$ cat config.mk
export PLATFORM = sky130hd
export DESIGN_NAME = logit8_piped
export DESIGN_NICKNAME = d
export VERILOG_FILES = /design/src/rtl/logit8_pkg.sv /design/src/rtl/logit8_piped_segment_sel.sv /design/src/rtl/logit8_piped.sv
export SDC_FILE = /design/constraint.sdc
export NUM_CORES = 1
export LEC_CHECK = 0
export ABC_AREA = 1
export CAP_MARGIN = 20
export CORE_MARGIN = 1
export CORE_UTILIZATION = 40
export DETAILED_ROUTE_END_ITERATION = 8
export SYNTH_ARGS = -nofsm -noshare
export SYNTH_HDL_FRONTEND = slang
export SYNTH_SLANG_ARGS = --single-unit
$ cat constraint.sdc
create_clock -name clk -period 12.2 [get_ports clk]
set_input_delay 3.66 -clock clk [delete_from_list [all_inputs] [get_ports clk]]
set_output_delay 3.66 -clock clk [all_outputs]
set_load 0.005 [all_outputs]
$ cat src/rtl/logit8_pkg.sv
// Shared widths and the inverted 9-segment line set used by the logit pipeline.
// Segment constants mirror the forward sigmoid so the two units round-trip.
package logit8_pkg;

    localparam int FRAC   = 11;
    localparam int MAG    = 15;
    localparam int K_W    = 20;
    localparam int PROD_W = 31;
    localparam int Y_W    = 12;
    localparam int DIFF_W = 11;

    localparam logic [Y_W-1:0] ONE  = 12'd2048;
    localparam logic [Y_W-1:0] HALF = 12'd1024;

    // Inclusive upper bounds of y' for segments R5..R8; R9 takes the rest
    localparam logic [Y_W-1:0] Y5 = 12'd1514;
    localparam logic [Y_W-1:0] Y6 = 12'd1782;
    localparam logic [Y_W-1:0] Y7 = 12'd1941;
    localparam logic [Y_W-1:0] Y8 = 12'd2020;

    localparam logic [Y_W-1:0] C5 = 12'd1024;
    localparam logic [Y_W-1:0] C6 = 12'd1190;
    localparam logic [Y_W-1:0] C7 = 12'd1484;
    localparam logic [Y_W-1:0] C8 = 12'd1789;
    localparam logic [Y_W-1:0] C9 = 12'd1995;

    // Inverse slopes 1/m in unsigned Q9.11
    localparam logic [K_W-1:0] K5 = 20'd8924;
    localparam logic [K_W-1:0] K6 = 20'd13530;
    localparam logic [K_W-1:0] K7 = 20'd26887;
    localparam logic [K_W-1:0] K8 = 20'd80660;
    localparam logic [K_W-1:0] K9 = 20'd699051;

    localparam logic [MAG-1:0] MAG_MAX = 15'h7FFF;

endpackage

$ cat src/rtl/logit8_piped_segment_sel.sv
// Combinational segment lookup: picks the line for y' and returns its offset and inverse slope.
module logit_segment_sel
    import logit8_pkg::*;
(
    input  logic [Y_W-1:0]    y_prime,
    output logic [DIFF_W-1:0] diff,
    output logic [K_W-1:0]    k
);

    logic [Y_W-1:0] c;

    always_comb begin
        c = C9;
        k = K9;
        if (y_prime <= Y5) begin
            c = C5;
            k = K5;
        end else if (y_prime <= Y6) begin
            c = C6;
            k = K6;
        end else if (y_prime <= Y7) begin
            c = C7;
            k = K7;
        end else if (y_prime <= Y8) begin
            c = C8;
            k = K8;
        end
    end

    // y' never falls below the chosen intercept, so the low 11 bits hold the full offset
    assign diff = DIFF_W'(y_prime - c);

endmodule

$ cat src/rtl/logit8_piped.sv
// Four-stage piecewise-linear logit for sign-magnitude Q4.11 probabilities.
// Stages: clamp/mirror, segment select, multiply, shift/saturate/sign.
module logit8_piped
    import logit8_pkg::*;
#(
    parameter int BITSIZE = 16
) (
    input  logic               clk,
    input  logic               reset,
    input  logic [BITSIZE-1:0] data_in,
    input  logic               in_valid,
    output logic [BITSIZE-1:0] data_out,
    output logic               out_valid
);

    logic [Y_W-1:0]    y_clamp;
    logic [Y_W-1:0]    y_mirror;
    logic              neg_in;

    logic              valid1;
    logic [Y_W-1:0]    y_prime1;
    logic              neg1;

    logic [DIFF_W-1:0] diff_sel;
    logic [K_W-1:0]    k_sel;
    logic              valid2;
    logic [DIFF_W-1:0] diff2;
    logic [K_W-1:0]    k2;
    logic              neg2;

    logic              valid3;
    logic [PROD_W-1:0] prod3;
    logic              neg3;

    logic [PROD_W-1:0] shifted;
    logic [MAG-1:0]    mag_sat;

    // Negative probabilities clamp to 0, anything above 1.0 clamps to 1.0
    always_comb begin
        y_clamp = '0;
        if (!data_in[BITSIZE-1]) begin
            if (data_in[MAG-1:0] > MAG'(ONE))
                y_clamp = ONE;
            else
                y_clamp = data_in[Y_W-1:0];
        end
        neg_in   = (y_clamp < HALF);
        y_mirror = neg_in ? (ONE - y_clamp) : y_clamp;
    end

    logit_segment_sel u_segment_sel (
        .y_prime (y_prime1),
        .diff    (diff_sel),
        .k       (k_sel)
    );

    always_comb begin
        shifted = prod3 >> FRAC;
        mag_sat = (shifted > PROD_W'(MAG_MAX)) ? MAG_MAX : shifted[MAG-1:0];
    end

    // Valid bits always advance; data registers only load when their stage receives a sample
    always_ff @(posedge clk) begin
        if (reset) begin
            valid1    <= 1'b0;
            y_prime1  <= '0;
            neg1      <= 1'b0;
            valid2    <= 1'b0;
            diff2     <= '0;
            k2        <= '0;
            neg2      <= 1'b0;
            valid3    <= 1'b0;
            prod3     <= '0;
            neg3      <= 1'b0;
            out_valid <= 1'b0;
            data_out  <= '0;
        end else begin
            valid1    <= in_valid;
            valid2    <= valid1;
            valid3    <= valid2;
            out_valid <= valid3;
            if (in_valid) begin
                y_prime1 <= y_mirror;
                neg1     <= neg_in;
            end
            if (valid1) begin
                diff2 <= diff_sel;
                k2    <= k_sel;
                neg2  <= neg1;
            end
            if (valid2) begin
                prod3 <= PROD_W'(diff2) * PROD_W'(k2);
                neg3  <= neg2;
            end
            if (valid3)
                data_out <= {neg3 & (mag_sat != '0), mag_sat};
        end
    end

endmodule

# --- Word level (Yosys, flattened, before mapping) ---
# Index checks and enable logic that the tools add are counted.
totals:
  inputBits: 19
  ff_bits: 97
  elab_cells: 36
classes:
  mul: 1
  order_cmp: 7
  n_reduce_logical: 1
  n_mux: 12
  addsub: 2
  bitwise_logic: 1
ops:
  columns: ["op", "n"]
  rows:
  - ["two-way mux 20 bit", 4]
  - ["less-or-equal comparator 12 x 11 -> 1 bit (second input constant)", 4]
  - ["two-way mux 12 bit", 3]
  - ["multiplier 11 x 20 -> 31 bit", 1]
  - ["two-way mux 11 bit", 2]
  - ["> comparator 20 x 15 -> 1 bit (second input constant)", 1]
  - ["> comparator 15 x 12 -> 1 bit (second input constant)", 1]
  - ["two-way mux 15 bit", 1]
  - ["nonzero test 15 bit", 1]
  - ["less-than comparator 12 x 11 -> 1 bit (second input constant)", 1]
  - ["subtractor 12 bit (first input constant)", 1]
  - ["subtractor 11 bit", 1]
  - ["two-way mux 10 bit", 1]
  - ["two-way mux 9 bit", 1]
  - ["AND 1 bit", 1]

# --- Logic depth before layout (Yosys ltp) ---
# Gate-level depths: netlist (run 1).
logic_depth:
  word_depth: 6
  depth_mapped: 26
  mapped_depth_nobuf: 24

# --- Modules after synthesis ---
# A second synthesis (run 1) with hierarchy kept.
unflattened:
  hier_cells: 1661
  area_unflattened_um2: 11629.9
by_module_without_submodules:
  columns: ["module", "seq_area_each_um2", "area_each_um2", "n_inst", "cells_per_inst"]
  rows:
  - ["logit8_piped", 1721.7, 10690.3, 1, 1487]
  - ["logit_segment_sel", 0.0, 939.7, 1, 174]

# --- Worst setup path after synthesis (run 1) ---
# Ideal clock, no wire load.
synth_timing:
  path_kind: "register -> register"
  startpoint: "register diff2[10]"
  endpoint: "register prod3[26]"
  arrival_time_ps: 4964
  setup_time_ps: 117
  slack_ps: 7119
  period_less_slack_ps: 5081
  required_time_ps: 12083
  stages_incl_launch_ff: 25
  path_cell_list: "dfxtp_1 clkbuf_1 clkbuf_1 nand2_1 fa_1 inv_1 fa_1 inv_1 fa_1 inv_1 fa_1 inv_1 fa_1 inv_1 ha_1 nand2_2 nor2_1 inv_2 nor2_4 nand3_1 or2_1 nand3_1 nand2_1 nor2_1 nor2_1"
synth_via:
  elab_chain_cells: 1
synth_lines:
  columns: ["item", "line", "source"]
  rows:
  - ["start: declaration", "logit8_piped.sv:27", "logic [DIFF_W-1:0] diff2;"]
  - ["start signal: assignment", "logit8_piped.sv:87", "diff2 <= diff_sel;"]
  - ["multiplier 11 x 20 -> 31 bit", "logit8_piped.sv:92", "prod3 <= PROD_W'(diff2) * PROD_W'(k2);"]
  - ["end signal: assignment", "logit8_piped.sv:92", null]
  - ["end: declaration", "logit8_piped.sv:32", "logic [PROD_W-1:0] prod3;"]
# Every way passes these cells.
# A chain may end at the register's enable or synchronous reset.

# --- Worst setup path in the final report (run 1) ---
layout_timing:
  startpoint: "register diff2[10]"
  endpoint: "register prod3[28]"
# The elaborated chain is that of the path after synthesis.

==> reports/metrics.cfg, run 1 <==
[clock_tree]
hold_buffers = 0
clk_pin_slew_ns = 0.07
cts_tree = built
cts_buffer_depth = 2
cts_buffers = 9
h-tree-depth = 3
cts_setup_buffers = 0
insertion_delay_ns = 0.35
clockRootBuffer = clkbuf_16
cts_sinks = 81
cts_resized = 0

[synth]
async_flop_share_pct = 0
netlist_area_um2 = 10800
ys_types = 37
syn-num-nets = 1779
synth_area_per_cell_um2 = 7.10
ys_ff_latch = 81
yosysSeqAreaShare_pct = 15.0
synth_ff_type = dfxtp_1
yosysWarnings = 0
post_synth_inst_count = 1526
synth_edf_count = 0

[grt]
grt_pass1_wl_mm = 47.7
grt-ovfl-total = 0
antenna_found_initial = 1
grt_max_degree = 39
grt_pass1_vias = 9189
grt_util_all_layers_pct = 21.5

[critical_path]
cp_data_required_time_ns = 12.44
crit_path_end_kind = register
crit_type = register to register
crit_chain = nand2_1, inv_1, fa_1, fa_1, fa_1, fa_1, inv_1, fa_1, inv_1, ha_1, nand2_1, o21ai_0, a21oi_1, o21a_1, nand3_1, nand2_1, nor2_1, nor2_1
path_common_cell = fa_1
startpoint_type = register
arrival_ns = 5.85
critPathMaxStageDelay_ns = 0.73
crit_slowest_cell = dfxtp_1
critical_path.max_fanout = 16

[power]
peakVddDrop_mv = 0.0747
swShare_pct = 35.4
seqPwrFrac_pct = 38.5
switchingPower_uw = 290
power.leakage_uw = 0.00645
power.density_nw_per_um2 = 70.0
intPower_uw = 529
p_comb_share_pct = 27.8
clockPowerShare_pct = 33.7

[layout]
antenna_cells = 0
nNetsFinal = 1769
areaGrowthSynthToFinish_pct = 8.06
layout_common_cells = 364 x inv_1, 333 x nand2_1, 151 x fa_1, 124 x nor2_1, 90 x a21oi_1
drive_above_1_share_pct = 2.89
layoutNonFillerInstCount = 1856
layout_commonest_cell = inv_1
nFillCells = 2776

[sta]
fmax_ghz = 0.178
hold_violations = 0
fin_setup_tns_ns = 0
period_share_pct = 45.9
slew_viol_final = 0
setup_viol = 0
grt_setup_unrepaired = no
fin_skew_ns = 0.0133
relSlewSlack_pct = 39.3
worstMarginPinSlew_ns = 0.907
min_period_ns = 5.60

[place]
dpl.hpwl_mm = 23.2
portBuffers = 35
gp_congestion = 0.920
dp_cells = 1840

[detailed_routing]
routed_wl_mm = 28.3
vias = 9259
drc = 0
drt_iter0_markers = 569
drt-vias-per-instance = 4.99
wl_per_cell_um = 15.2
detail-route-antenna-nets = 0
first_pass_iters = 5

[die]
io_pins = 36
start_util_pct = 41.2
dieArea_um2 = 27700
dieWidth_um = 167
die_h_um = 167
std_cell_rows = 59
core_area_um2 = 26300

[worst_hold_path]
hold_path_class = register to register

[run]
drv_cap = 0

[run_status]
status = completed

area by class of cell:
type                            count  area [um^2]  area share, %
Multi-Input combinational cell   1018         7600           64.9
Sequential cell                    81         1620           13.9
Inverter                          367         1380           11.8
Tap cell                          335          419           3.58
Timing Repair Buffer               39          380           3.25
Clock buffer                       11          243           2.07
Clock inverter                      5         62.6          0.534
critical path: cells and delay by family, from the launching register on:
family / cells / cell delay, ns
buffers and inverters: 3 / 0.30
AOI/OAI and AO/OA: 3 / 0.74
and+or+nand+nor: 6 / 0.70
DFF: 1 / 0.73
adders and majority gates: 6 / 3.02
synth_stat cells, types with 5 or more instances:
cell type,number,area (um^2)
nor4_1,5,31.3
fa_1,151,3020
a21oi_1,90,450
inv_1,364,1370
o21ai_0,75,375
clkbuf_1,54,203
o211ai_1,6,45.0
ha_1,83,1040
xor2_1,8,70.1
nand2_1,333,1250
nor2_2,5,31.3
a21o_1,5,37.5
dfxtp_1,81,1620
nand2_2,12,75.1
nor3_1,11,55.1
nand4_1,7,43.8
a31oi_1,16,100
nand3_1,62,310
nor2_1,124,465
through the flow:
stage          total power, uW  area, um^2  hold WS, ns  utilization [%]  setup WS, ns
6_report                   820       11700        0.480             44.5          6.60
5_1_grt                    871       11700        0.489             44.5          6.22
4_1_cts                    826       11700        0.480             44.5          6.61
3_5_place_dp               548       11400        0.468             43.4          6.59
3_3_place_gp               546       11400        0.463             43.4          6.59
2_1_floorplan              472       10800        0.449                -          7.12
cells by family after synthesis:
logic type                 synth area share [%]
buffers and inverters                      14.9
xor gates and xnor gates                  0.970
and+or+nand+nor                            21.6
adders and majority gates                  37.5
DFF                                        15.0
AOI/OAI and AO/OA                          10.2
worst paths after layout:
kind / endpoint / cells past startpoint / slack [ns] / startpoint
min: neg1 / 2 / 0.48 / neg1
max reg2reg: prod3[28] / 18 / 6.60 / diff2[10]
max: prod3[28] / 18 / 6.60 / diff2[10]
min reg2reg: neg1 / 2 / 0.48 / neg1
flip-flops by register name, summed over array words and instances (netlist names):
name and flops:
data_out 16, valid3 1, prod3 20, neg3 1, out_valid 1, valid2 1, neg1 1, valid1 1
neg2 1, k2 15, y_prime1 12, diff2 11
power by group through the flow:
stage / sequential (uW) / combinational, uW / clock (uW)
after floorplan: 291 / 181 / 0
after global placement: 320 / 226 / 0
after detailed placement: 320 / 228 / 0
after CTS: 314 / 230 / 282
after global routing: 318 / 263 / 291
final: 316 / 228 / 277
per-layer routing:
metal  up-vias  GRT usage [%]  share of wire, %
li1       4573              -                 -
met1      4434           30.3                48
met2       219           35.3                46
met3        31           2.02               4.4
met4         2           5.76               1.6
met5         -              0             0.046
(Power assumes the default switching activity.)
==> run 2: changes to the inputs <==
==> constraint.sdc (replaced) <==
create_clock -name clk -period 4.7 [get_ports clk]
set_input_delay 1.41 -clock clk [delete_from_list [all_inputs] [get_ports clk]]
set_output_delay 1.41 -clock clk [all_outputs]
set_load 0.005 [all_outputs]
==> run 2 against run 1 <==
Register-to-register slack got worse by 6.8 ns. Sequential power grew 150%. Combinational power rose to 4.2 times the previous value. Total power rose to 3.0 times the previous value. Global-route usage increased by 1.8 points. The flow now finishes with violations (setup timing).
==> reports/metrics.cfg, run 2 (synthesized netlist as in run 1, its figures left out) <==
[run_status]
status = finished, violations left  ; was completed
violations = setup timing

[critical_path]
critPathMaxStageDelay_ns = 0.55  ; was 0.73 ns
path_delay_family = adder cells  ; unchanged
crit_start = diff2[7]  ; was diff2[10]
crit_slowest_cell = fa_2  ; was dfxtp_1
r2r-start = diff2[7]  ; was diff2[10]
cp_data_required_time_ns = 4.96  ; was 12.44 ns
crit_chain = buf_12, buf_4, buf_4, nand2_2, fa_1, inv_2, fa_2, fa_1, fa_1, inv_1, fa_1, inv_2, ha_4, nand2_4, buf_4, nor2_4, inv_2, nor4_4, nand2_1, nand3_1, nand3_2, nand2_1, inv_1  ; was nand2_1, inv_1, fa_1, fa_1, fa_1, fa_1, inv_1, fa_1, inv_1, ha_1, nand2_1, o21ai_0, a21oi_1, o21a_1, nand3_1, nand2_1, nor2_1, nor2_1
startpoint_type = register  ; unchanged
critPathCapture = prod3[25]  ; was prod3[28]
crit_path_end_kind = register  ; unchanged
arrival_ns = 5.14  ; was 5.85 ns
worst-r2r-cell-count = 23  ; was 18
path_common_cell = fa_1  ; unchanged
critical_path.max_fanout = 7  ; was 16
rrSetupSlack_ns = -0.18  ; was 6.60 ns
critical_path_depth = 23  ; was 18
cp_num_buf_inv = 9  ; was 3
crit_type = register to register  ; unchanged
r2r_end = prod3[25]  ; was prod3[28]

[clock_tree]
insertion_delay_ns = 0.36  ; was 0.35 ns
clk_pin_slew_ns = 0.07  ; about the same
cts_buffers = 9  ; unchanged
cts_sinks = 81  ; unchanged
cts_tree = built  ; unchanged
h-tree-depth = 3  ; unchanged
cts_buffer_depth = 2  ; unchanged
hold_buffers = 0  ; unchanged
clockRootBuffer = clkbuf_16  ; unchanged

[grt]
grt-ovfl-total = 0  ; unchanged
antenna_found_initial = 0  ; was 1
grt_util_all_layers_pct = 23.4  ; was 21.5%
grt_pass1_wl_mm = 52.2  ; was 47.7 mm
grt_pass1_vias = 10400  ; was 9189
grt_max_degree = 45  ; was 39
grt_busiest_layer = met2  ; unchanged
use_met1_pct = 31.4  ; was 30.3%
use_met3_pct = 3.09  ; was 2.02%
grtUsageMet2_pct = 40.2  ; was 35.3%

[layout]
layout_common_cells = 329 x inv_1, 287 x nand2_1, 144 x buf_4, 143 x fa_1, 101 x nor2_1  ; was 364 x inv_1, 333 x nand2_1, 151 x fa_1, 124 x nor2_1, 90 x a21oi_1
nNetsFinal = 1946  ; was 1769
largest_reg_flops = 20  ; unchanged
top_register = prod3  ; unchanged
reg.largest.list = prod3: 20 flops, data_out: 16 flops, k2: 15 flops  ; unchanged
postLayoutCoreUtil_pct = 54.3  ; was 44.5%
nFillCells = 2512  ; was 2776
drive_above_1_share_pct = 25.0  ; was 2.89%
layout_commonest_cell = inv_1  ; unchanged
areaGrowthSynthToFinish_pct = 31.7  ; was 8.06%
antenna_cells = 0  ; unchanged

[place]
dpl.hpwl_mm = 24.4  ; was 23.2 mm
gp_congestion = 0.946  ; was 0.920
pre_cts_ws_ns = -0.541  ; was 6.59 ns
portBuffers = 35  ; unchanged

[sta]
period_share_pct = 104  ; was 45.9%
fin_skew_ns = 0.0134  ; was 0.0133 ns
min_period_ns = 4.88  ; was 5.60 ns
fmax_ghz = 0.205  ; was 0.178 GHz
grt_setup_unrepaired = yes  ; was no
setup_viol = 18  ; was 0
slew_viol_final = 0  ; unchanged
hold_violations = 0  ; unchanged
relSlewSlack_pct = 40.1  ; was 39.3%
finalWorstSetupSlack_ns = -0.177  ; was 6.60 ns
worstMarginPinSlew_ns = 0.896  ; was 0.907 ns

[die]
dieArea_um2 = 27700  ; unchanged
start_util_pct = 41.2  ; unchanged
die_h_um = 167  ; unchanged
io_pins = 36  ; unchanged
core_area_um2 = 26300  ; unchanged
std_cell_rows = 59  ; unchanged
dieWidth_um = 167  ; unchanged

[detailed_routing]
first_pass_iters = 5  ; unchanged
routed_wl_mm = 31.0  ; was 28.3 mm
detail-route-antenna-nets = 0  ; unchanged
drc = 0  ; unchanged
drt_iter0_markers = 724  ; was 569
wl_per_cell_um = 15.3  ; was 15.2 um
drt-vias-per-instance = 4.95  ; was 4.99
vias = 10100  ; was 9259

[power]
power.density_nw_per_um2 = 174  ; was 70.0 nW/um^2
peakVddDrop_mv = 0.210  ; was 0.0747 mV
finalPower_uw = 2480  ; was 820 uW
power.leakage_uw = 0.00767  ; was 0.00645 uW

[run]
drv_cap = 0  ; unchanged

[worst_hold_path]
hold_path_class = register to register  ; unchanged

==> run 2: cell types whose count changed in the layout (fill, tap and decap cells not counted), sizes merged <==
cell    change
buf       +177
clkinv      +2
clkbuf      -1
inv         -1
==> run 2: worst register-to-register path, stage by stage (launching register included) <==
cell	delay (ns)
dfxtp_2	0.34
buf_12	0.13
buf_4	0.12
buf_4	0.10
nand2_2	0.04
fa_1	0.50
inv_2	0.04
fa_2	0.55
fa_1	0.45
fa_1	0.50
inv_1	0.05
fa_1	0.53
inv_2	0.05
ha_4	0.30
nand2_4	0.07
buf_4	0.14
nor2_4	0.12
inv_2	0.07
nor4_4	0.26
nand2_1	0.13
nand3_1	0.11
nand3_2	0.08
nand2_1	0.07
inv_1	0.04
==> run 2: how the worst min path moves through the flow <==
stage | end | start | slack (ns) | cells past startpoint
floorplan | neg3 | neg2 | 0.45 | 2
global placement | data_out[15] | data_out[15] | 0.46 | 2
detailed placement | data_out[15] | data_out[15] | 0.46 | 2
CTS | data_out[15] | data_out[15] | 0.47 | 2
global route | data_out[15] | data_out[15] | 0.48 | 2
finish | data_out[15] | data_out[15] | 0.47 | 2
==> run 2: stage by stage <==
stage          hold WS, ns  cells  cell area (um^2)  TNS [ns]
3_5_place_dp         0.460   1970             12500     -9.06
6_report             0.471   2033             14300     -1.30
5_1_grt              0.484   2033             14300     -4.92
2_1_floorplan        0.449   1526             11000  -0.00589
4_1_cts              0.472   2006             13500     -1.90
3_3_place_gp         0.461   1970             12500     -9.03
==> run 2: layout make-up <==
class	count	area (um^2)	area share (%)
multi-input cells	1018	8520	59.7
repair buffers	216	1960	13.7
clock buffers	10	239	1.68
well taps	335	419	2.94
flip-flops and latches	81	1680	11.8
inverters	367	1380	9.67
clock inverters	6	67.6	0.474
==> run 2: where the power goes <==
part	leakage, uW	switching, uW	internal (uW)	total (uW)
sequential	0.000676	51.7	724	775
combinational	0.00684	530	434	964
clock	0.000145	310	427	737
==> run 2: per-layer routing <==
metal | part of all wire [%] | vias to the layer above
met3 | 4.9 | 31
met4 | 1.4 | 0
met1 | 45 | 4869
met5 | 0 | -
met2 | 49 | 232
li1 | - | 4937
==> run 2: repair_timing <==
action                                  4_1_cts  5_1_grt
pin swaps                                    77      102
endpoints found under the setup margin       20       20
gates resized for setup                     165      145
hold endpoints to repair                      0        0
buffers inserted                             20       26
==> run 3: changes to the inputs <==
--- a/config.mk
+++ b/config.mk
@@ -9,7 +9,9 @@
 export CAP_MARGIN = 20
 export CORE_MARGIN = 1
 export CORE_UTILIZATION = 40
+export CTS_CLUSTER_DIAMETER = 40
 export DETAILED_ROUTE_END_ITERATION = 8
+export SKIP_CTS_REPAIR_TIMING = 1
 export SYNTH_ARGS = -nofsm -noshare
 export SYNTH_HDL_FRONTEND = slang
 export SYNTH_SLANG_ARGS = --single-unit
==> run 3 against run 2 <==
The flow still finishes with violations (setup timing). First-iteration DRC count down 15%. Sequential cell count unchanged. Sequential power about the same. Clock power about the same. Worst hold slack about the same. Register-to-register slack about the same. Critical path depth down 1. Global-route usage down 0.77 points. Non-clock buffer count down 23. Critical endpoint is now prod3[24]. Largest power group unchanged.
==> reports/metrics.cfg, run 3 (synthesized netlist as in run 1, its figures left out) <==
[grt]
antenna_found_initial = 0  ; unchanged
grt_util_all_layers_pct = 22.6  ; was 23.4%
grt_max_degree = 45  ; unchanged
grt-ovfl-total = 0  ; unchanged
grt_pass1_wl_mm = 50.5  ; was 52.2 mm
grt_pass1_vias = 10100  ; was 10400

[sta]
min_period_ns = 4.88  ; about the same
relSlewSlack_pct = 23.9  ; was 40.1%
fin_skew_ns = 0.0137  ; was 0.0134 ns
slew_viol_final = 0  ; unchanged
finalWorstSetupSlack_ns = -0.184  ; was -0.177 ns
setup_viol = 19  ; was 18
hold_violations = 0  ; unchanged
worstMarginPinSlew_ns = 1.14  ; was 0.896 ns
period_share_pct = 104  ; about the same
grt_setup_unrepaired = yes  ; unchanged
fmax_ghz = 0.205  ; about the same

[run]
drv_cap = 0  ; unchanged

[layout]
reg.largest.list = prod3: 20 flops, data_out: 16 flops, k2: 15 flops  ; unchanged
antenna_cells = 0  ; unchanged
drive_above_1_share_pct = 22.0  ; was 25.0%
layout_common_cells = 335 x inv_1, 293 x nand2_1, 143 x fa_1, 130 x buf_4, 107 x nor2_1  ; was 329 x inv_1, 287 x nand2_1, 144 x buf_4, 143 x fa_1, 101 x nor2_1
layout_commonest_cell = inv_1  ; unchanged
fin_area_um2 = 13800  ; was 14300 um^2
areaGrowthSynthToFinish_pct = 27.5  ; was 31.7%
layoutNonFillerInstCount = 2010  ; was 2033
top_register = prod3  ; unchanged
postLayoutCoreUtil_pct = 52.6  ; was 54.3%
nNetsFinal = 1923  ; was 1946
largest_reg_flops = 20  ; unchanged

[detailed_routing]
first_pass_iters = 5  ; unchanged
vias = 9928  ; was 10100
drt_iter0_markers = 615  ; was 724
detail-route-antenna-nets = 0  ; unchanged
routed_wl_mm = 30.1  ; was 31.0 mm
drt-vias-per-instance = 4.94  ; was 4.95
wl_per_cell_um = 15.0  ; was 15.3 um
drc = 0  ; unchanged

[run_status]
violations = setup timing  ; unchanged
status = finished, violations left  ; unchanged

[critical_path]
startpoint_type = register  ; unchanged
arrival_ns = 5.13  ; was 5.14 ns
crit_path_end_kind = register  ; unchanged
critical_path.max_fanout = 4  ; was 7
rrSetupSlack_ns = -0.18  ; about the same
crit_slowest_cell = fa_2  ; unchanged
path_common_cell = fa_1  ; unchanged
path_delay_family = adder cells  ; unchanged
critPathMaxStageDelay_ns = 0.58  ; was 0.55 ns
cp_num_buf_inv = 7  ; was 9
crit_chain = buf_6, buf_6, nand2_4, fa_1, inv_2, fa_2, fa_1, fa_1, inv_1, fa_1, inv_2, ha_4, nand2_4, buf_6, nor2_4, nand2_2, nor4_4, nand2_1, nand4_1, nand3_2, nand2_1, inv_1  ; was buf_12, buf_4, buf_4, nand2_2, fa_1, inv_2, fa_2, fa_1, fa_1, inv_1, fa_1, inv_2, ha_4, nand2_4, buf_4, nor2_4, inv_2, nor4_4, nand2_1, nand3_1, nand3_2, nand2_1, inv_1
cp_data_required_time_ns = 4.95  ; was 4.96 ns
crit_type = register to register  ; unchanged

[place]
dpl.hpwl_mm = 24.4  ; unchanged
dpl_cell_area_um2 = 12500  ; unchanged
gp_congestion = 0.946  ; unchanged
dp_cells = 1970  ; unchanged
portBuffers = 35  ; unchanged

[clock_tree]
clk_pin_slew_ns = 0.07  ; about the same
h-tree-depth = 3  ; unchanged
cts_tree = built  ; unchanged
insertion_delay_ns = 0.35  ; was 0.36 ns
cts_buffer_depth = 2  ; unchanged
cts_buffers = 9  ; unchanged
cts_sinks = 81  ; unchanged
clockRootBuffer = clkbuf_16  ; unchanged

[die]
io_pins = 36  ; unchanged
core_area_um2 = 26300  ; unchanged
start_util_pct = 41.2  ; unchanged
die_h_um = 167  ; unchanged
dieArea_um2 = 27700  ; unchanged
dieWidth_um = 167  ; unchanged
std_cell_rows = 59  ; unchanged

[power]
peakVddDrop_mv = 0.217  ; was 0.210 mV
power.density_nw_per_um2 = 176  ; was 174 nW/um^2
power.leakage_uw = 0.00740  ; was 0.00767 uW

[worst_hold_path]
hold_path_class = register to register  ; unchanged

run 3: final timing paths:
check,start,endpoint,cells after the start
worst max-delay path,diff2[5],prod3[24],22
worst min-delay path,data_out[15],data_out[15],2
worst max register to register,diff2[5],prod3[24],22
worst min register to register,data_out[15],data_out[15],2
run 3: worst min-delay path, delay by kind of cell (launching register included):
| family | cells | cell delay [ns] |
|---|---|---|
| flops | 1 | 0.31 |
| simple gates | 1 | 0.06 |
| compound gates | 1 | 0.05 |
run 3: power by group:
part	leakage, uW	internal (uW)	switching, uW	total (uW)
clock	0.000145	427	312	740
sequential	0.000676	723	54.8	778
combinational	0.00658	413	497	910
total	0.00740	1560	864	2430
run 3: per-stage QoR:
stage,power (uW),setup TNS [ns],setup WS [ns],hold slack [ns]
6_report,2430,-2.06,-0.184,0.471
5_1_grt,2580,-6.34,-0.404,0.484
4_1_cts,2290,-9.34,-0.559,0.472
3_5_place_dp,1540,-9.06,-0.541,0.460
3_3_place_gp,1540,-9.03,-0.586,0.461
2_1_floorplan,1240,-0.00589,-0.00589,0.449
run 3: cell type report:
class	instances	area (um^2)
Clock inverter	6	67.6
Multi-Input combinational cell	1018	8250
Sequential cell	81	1680
Tap cell	335	419
Fill cell	2562	12500
Clock buffer	10	239
Timing Repair Buffer	193	1780
Inverter	367	1380
run 3: metal layers:
layer	wire (um)	GRT usage, %	up-vias
met1	13900	30.8	4747
met2	14100	38.2	250
met3	1600	2.90	40
met4	493	4.91	0
li1	-	-	4891
met5	0	0	-
